**config.mk**
```make
export PLATFORM = sky130hd
export DESIGN_NAME = gates_selftest_seq
export DESIGN_NICKNAME = d
export VERILOG_FILES = /design/src/rtl/gates_selftest_seq.sv
export SDC_FILE = /design/constraint.sdc
export NUM_CORES = 1
export LEC_CHECK = 0
export ABC_AREA = 1
export CORE_MARGIN = 2
export CORE_UTILIZATION = 40
export DETAILED_ROUTE_END_ITERATION = 16
export DONT_BUFFER_PORTS = 1
export GPL_TIMING_DRIVEN = 0
export HOLD_SLACK_MARGIN = 0.02
export PLACE_DENSITY_LB_ADDON = 0.15
export SLEW_MARGIN = 25
export SYNTH_ARGS = -nofsm -noshare
export SYNTH_HDL_FRONTEND = slang
export SYNTH_SLANG_ARGS = --single-unit
```
**constraint.sdc**
```tcl
create_clock -name clk -period 2.1 [get_ports clk]
set_input_delay 0.42 -clock clk [delete_from_list [all_inputs] [get_ports clk]]
set_output_delay 0.42 -clock clk [all_outputs]
set_load 0.005 [all_outputs]
```
**src/rtl/gates_selftest_seq.sv**
```systemverilog
// On-chip self-test sequencer for the two-input basic-gates block.
// Walks {a,b} through 00..11, waits SETTLE_CYCLES, checks all six gate outputs.
module gates_selftest_seq #(
    parameter int SETTLE_CYCLES = 4
) (
    input  logic       clk,
    input  logic       rst_n,
    input  logic       start,
    input  logic [5:0] y,
    output logic       a,
    output logic       b,
    output logic       busy,
    output logic       done,
    output logic       pass,
    output logic [3:0] fail_mask,
    output logic [2:0] fail_count
);

    localparam int CW = $clog2(SETTLE_CYCLES + 1);
    localparam logic [CW-1:0] CNT_LAST = CW'(SETTLE_CYCLES - 1);

    typedef enum logic [1:0] {
        S_IDLE,
        S_SETTLE,
        S_CHECK,
        S_DONE
    } state_t;

    state_t        r_state;
    state_t        w_next;
    logic [1:0]    r_vec;
    logic [CW-1:0] r_cnt;
    logic [3:0]    r_mask;
    logic [2:0]    r_count;
    logic          r_pass;
    logic [5:0]    w_exp;
    logic          w_miss;
    logic [3:0]    w_mask_nxt;

    // Truth table as {OR, AND, XOR, NOR, NAND, XNOR}
    always_comb begin
        w_exp = 6'b000111;
        unique case (r_vec)
            2'b00: w_exp = 6'b000111;
            2'b01: w_exp = 6'b101010;
            2'b10: w_exp = 6'b101010;
            2'b11: w_exp = 6'b110001;
        endcase
    end

    assign w_miss     = (y != w_exp);
    assign w_mask_nxt = w_miss ? (r_mask | (4'b0001 << r_vec)) : r_mask;

    always_ff @(posedge clk or negedge rst_n) begin
        if (!rst_n) begin
            r_state <= S_IDLE;
        end else begin
            r_state <= w_next;
        end
    end

    always_comb begin
        w_next = r_state;
        unique case (r_state)
            S_IDLE:   if (start) w_next = S_SETTLE;
            S_SETTLE: if (r_cnt == CNT_LAST) w_next = S_CHECK;
            S_CHECK:  w_next = (r_vec == 2'b11) ? S_DONE : S_SETTLE;
            S_DONE:   w_next = S_IDLE;
        endcase
    end

    always_comb begin
        busy = (r_state != S_IDLE);
        done = (r_state == S_DONE);
    end

    always_ff @(posedge clk or negedge rst_n) begin
        if (!rst_n) begin
            r_vec   <= 2'b00;
            r_cnt   <= '0;
            r_mask  <= 4'b0000;
            r_count <= 3'd0;
            r_pass  <= 1'b0;
        end else begin
            unique case (r_state)
                S_IDLE: begin
                    if (start) begin
                        r_vec   <= 2'b00;
                        r_cnt   <= '0;
                        r_mask  <= 4'b0000;
                        r_count <= 3'd0;
                        r_pass  <= 1'b0;
                    end
                end
                S_SETTLE: begin
                    r_cnt <= r_cnt + CW'(1);
                end
                S_CHECK: begin
                    r_mask <= w_mask_nxt;
                    if (w_miss) r_count <= r_count + 3'd1;
                    // pass must already include the last vector's result
                    if (r_vec == 2'b11) begin
                        r_pass <= (w_mask_nxt == 4'b0000);
                    end else begin
                        r_vec <= r_vec + 2'b01;
                        r_cnt <= '0;
                    end
                end
                S_DONE: begin
                end
            endcase
        end
    end

    assign a          = r_vec[1];
    assign b          = r_vec[0];
    assign pass       = r_pass;
    assign fail_mask  = r_mask;
    assign fail_count = r_count;

endmodule

```
==> impl_results.rst <==
.. list-table::
   :header-rows: 1

   * - Metric
     - Value
   * - Pin count of the biggest net entering global routing
     - 16
   * - Cell internal pwr
     - 571 uW
   * - Cell type with the highest aggregate area in the netlist
     - sky130_fd_sc_hd__dfrtp_1
   * - Post-DP HPWL
     - 1.27 mm
   * - Final cell utilization of the core
     - 45.0%
   * - Cts repair resizes
     - 0
   * - Area growth from synthesis to final layout
     - 7.87%
   * - Pins Over Slew Limit
     - 0
   * - Via count of the routed design
     - 720
   * - CTS sink count
     - 15
   * - Switching power share of the total
     - 40.9%
   * - Final hold violation count
     - 0
   * - Worst-Margin Slew
     - 0.690 ns
   * - Max Clock Freq
     - 0.566 GHz
   * - Share of the clock period used by the worst path
     - 84.1%
   * - Depth of the CTS H-tree
     - 1
   * - Switch Pwr
     - 394 uW
   * - Final number of setup-violating endpoints
     - 0
   * - Portion of synthesized cell area occupied by the leading cell type
     - 41.4%
   * - Area of all sequential standard cells
     - 375 sq um
   * - GR Util All Layers
     - 14.6%
   * - Required time of the critical path
     - 2.33 ns
   * - Proportion of power drawn by combinational gates
     - 37.5%
   * - Unrepaired setup endpoints after global routing
     - false
   * - Total number of placement rows
     - 17
   * - Fraction of final layout cells sized beyond drive strength 1
     - 7.14%
   * - VDD IR-drop max
     - 0.621 mV
   * - Number of fill cells in the layout
     - 227
   * - Initial Utilization
     - 41.8%
   * - Run status
     - complete, no violations
   * - Detailed-route wire length per cell
     - 10.2 um
   * - Period minus WS final
     - 1.77 ns
   * - Combined area of the multi-input logic cells
     - 437 sq um
   * - Overflow left after global routing
     - 0
   * - Final Worst Setup Slack
     - 0.333 ns
   * - Areal power density over the cells
     - 987 nW/um^2
   * - Clock Tree Root
     - sky130_fd_sc_hd__clkbuf_4
   * - Placer Congestion
     - 0.710
   * - Area of the core
     - 2170 sq um
   * - Syn Nets
     - 138
   * - Die Footprint
     - 2660 sq um
   * - Reg clk slew, reported paths
     - 0.09 ns
   * - Die outline height
     - 51.6 um
   * - TritonCTS Buffers
     - 3
   * - Synthesized cell area
     - 906 sq um
   * - Clk buf depth
     - 2
   * - Number of global-route vias before repair
     - 619
   * - Sum of routed wire length over all layers
     - 1.58 mm
   * - Type of destination of the critical path
     - register
   * - Most common cell after layout, fill and taps aside
     - sky130_fd_sc_hd__nand2_1
   * - Ant. Diodes
     - 0
   * - Type of the most critical hold path
     - in -> reg
   * - Top cells by area in the synthesized netlist
     - sky130_fd_sc_hd__dfrtp_1 41%, sky130_fd_sc_hd__nand2_1 16%, sky130_fd_sc_hd__ha_1 11%, sky130_fd_sc_hd__inv_1 9.9%, sky130_fd_sc_hd__o21ai_0 5.0%
   * - Relative contribution of sequential cells to total power
     - 45.3%
   * - Flip-flop and latch count after synthesis
     - 15
   * - Initial antenna violation count
     - 0
   * - CTS tree
     - done
   * - Starting DRT DRC Count
     - 11
   * - Setup WS pre-CTS
     - 0.336 ns
   * - Clock latency on the worst-skew pair
     - 0.28 ns
   * - Area after DPL
     - 941 sq um
   * - Clock Skew
     - 0.00198 ns
   * - Number of buffers inserted by post-CTS setup repair
     - 0
   * - Critical path class
     - reg -> reg
   * - Remaining DRCs
     - 0
   * - Normalized max-slew margin
     - 53.9%
   * - Yosys Warn Count
     - 0
   * - Highest net fanout along the worst path
     - 8
   * - Via-per-instance ratio
     - 4.68
   * - Minimum setup slack among reg-to-reg paths
     - 0.33 ns
   * - Buffers on Ports
     - 0
   * - Setup TNS
     - 0 ns
   * - Distinct cells, synth
     - 16
   * - Cts-stage hold buffer count
     - 1
   * - Overall die width
     - 51.6 um
   * - Net count reported at finish
     - 144
   * - Total non-filler cell area in the finished layout
     - 977 sq um
   * - Most used cells in the layout excluding fill and tap cells
     - 38 x sky130_fd_sc_hd__nand2_1, 24 x sky130_fd_sc_hd__inv_1, 15 x sky130_fd_sc_hd__dfrtp_1
   * - Post-synthesis cell count
     - 121
   * - Worst Setup Start Kind
     - register
   * - Clk pwr share
     - 17.2%
   * - Number of maximum-capacitance violations
     - 0
   * - Antenna-violating nets left
     - 0
   * - Number of optimization iterations in the first detailed-route pass
     - 4
   * - Sequential element share of the synthesized area
     - 41.4%
   * - Hold Worst Slack
     - 0.421 ns
   * - Mapped Avg Cell Area
     - 7.49 sq um
   * - Arrival time at the worst endpoint
     - 1.99 ns
   * - I/O Pins
     - 21
   * - First-pass GRT wire length
     - 2.84 mm
   * - Static power due to leakage
     - 0.529 nW
routing by layer:
metal / GRT usage (%) / wire length [um] / up-vias
met1: 19.9 / 814 / 317
met2: 19.4 / 658 / 16
met3: 7.18 / 82 / 5
li1: - / - / 382
met5: 0 / 0 / -
met4: 5.70 / 23 / 0
state kept, by name (all words and copies together) (netlist names):
signal / flops
r_vec: 2
r_cnt: 3
fail_count: 3
r_state: 2
fail_mask: 4
pass: 1
synthesized netlist by cell type (all sizes together):
cell / number
o21ai: 10
a22o: 1
nor2: 10
nand3: 9
a21oi: 3
nand2: 39
inv: 25
dfrtp: 15
nand4: 1
ha: 8
cell type report:
| type | count | share of cell area [%] |
|---|---|---|
| clock buffers | 4 | 2.69 |
| inverters | 25 | 9.60 |
| multi-input cells | 81 | 44.7 |
| flip-flops and latches | 15 | 38.4 |
| well taps | 28 | 3.59 |
| repair buffers | 1 | 1.02 |
worst paths after layout:
kind,from,end,cells after the start
setup reg to reg,r_vec[1]$_DFFE_PN0P_,pass$_DFFE_PN0P_,12
min in group asynchronous,rst_n,r_vec[1]$_DFFE_PN0P_,1
hold reg to reg,r_cnt[2]$_DFFE_PN0P_,r_cnt[2]$_DFFE_PN0P_,2
setup / recovery,r_vec[1]$_DFFE_PN0P_,pass$_DFFE_PN0P_,12
hold / removal,start,r_state[0]$_DFFE_PN0P_,4
max in group asynchronous,rst_n,r_cnt[1]$_DFFE_PN0P_,1
logic make-up (layout without fill, tap and decap cells):
kind of cell / Yosys count / after routing / share of synthesized area, %
AND/OR/NAND/NOR: 59 / 59 / 29.0
buffers and inverters: 25 / 30 / 10.4
flip-flops: 15 / 15 / 41.4
adder cells (fa/ha/maj): 8 / 8 / 11.1
AO/OA/AOI/OAI: 14 / 14 / 8.15
power groups by stage:
stage	logic [mW]	registers, mW	clock network, mW
after global routing	0.429	0.451	0.196
after detailed placement	0.360	0.443	0
after CTS	0.369	0.439	0.173
after floorplan	0.296	0.427	0
final	0.362	0.437	0.165
after global placement	0.349	0.442	0
worst max-delay path, cell delays in order, from the launching register on:
cell,delay (ns)
sky130_fd_sc_hd__dfrtp_1,0.48
sky130_fd_sc_hd__inv_1,0.11
sky130_fd_sc_hd__ha_1,0.34
sky130_fd_sc_hd__inv_2,0.05
sky130_fd_sc_hd__nand2_1,0.05
sky130_fd_sc_hd__nand2_1,0.06
sky130_fd_sc_hd__nor2_2,0.13
sky130_fd_sc_hd__nand3_4,0.13
sky130_fd_sc_hd__nand2_1,0.10
sky130_fd_sc_hd__nand3_1,0.07
sky130_fd_sc_hd__nor2_1,0.09
sky130_fd_sc_hd__nand2_1,0.06
sky130_fd_sc_hd__nand2_1,0.05
stage by stage:
step                power, mW  instances
finish                  0.965        154
CTS                     0.981        154
floorplan               0.724        121
global placement        0.791        149
detailed placement      0.804        149
global route             1.08        154
No activity file was read; power rests on OpenSTA's default activity.
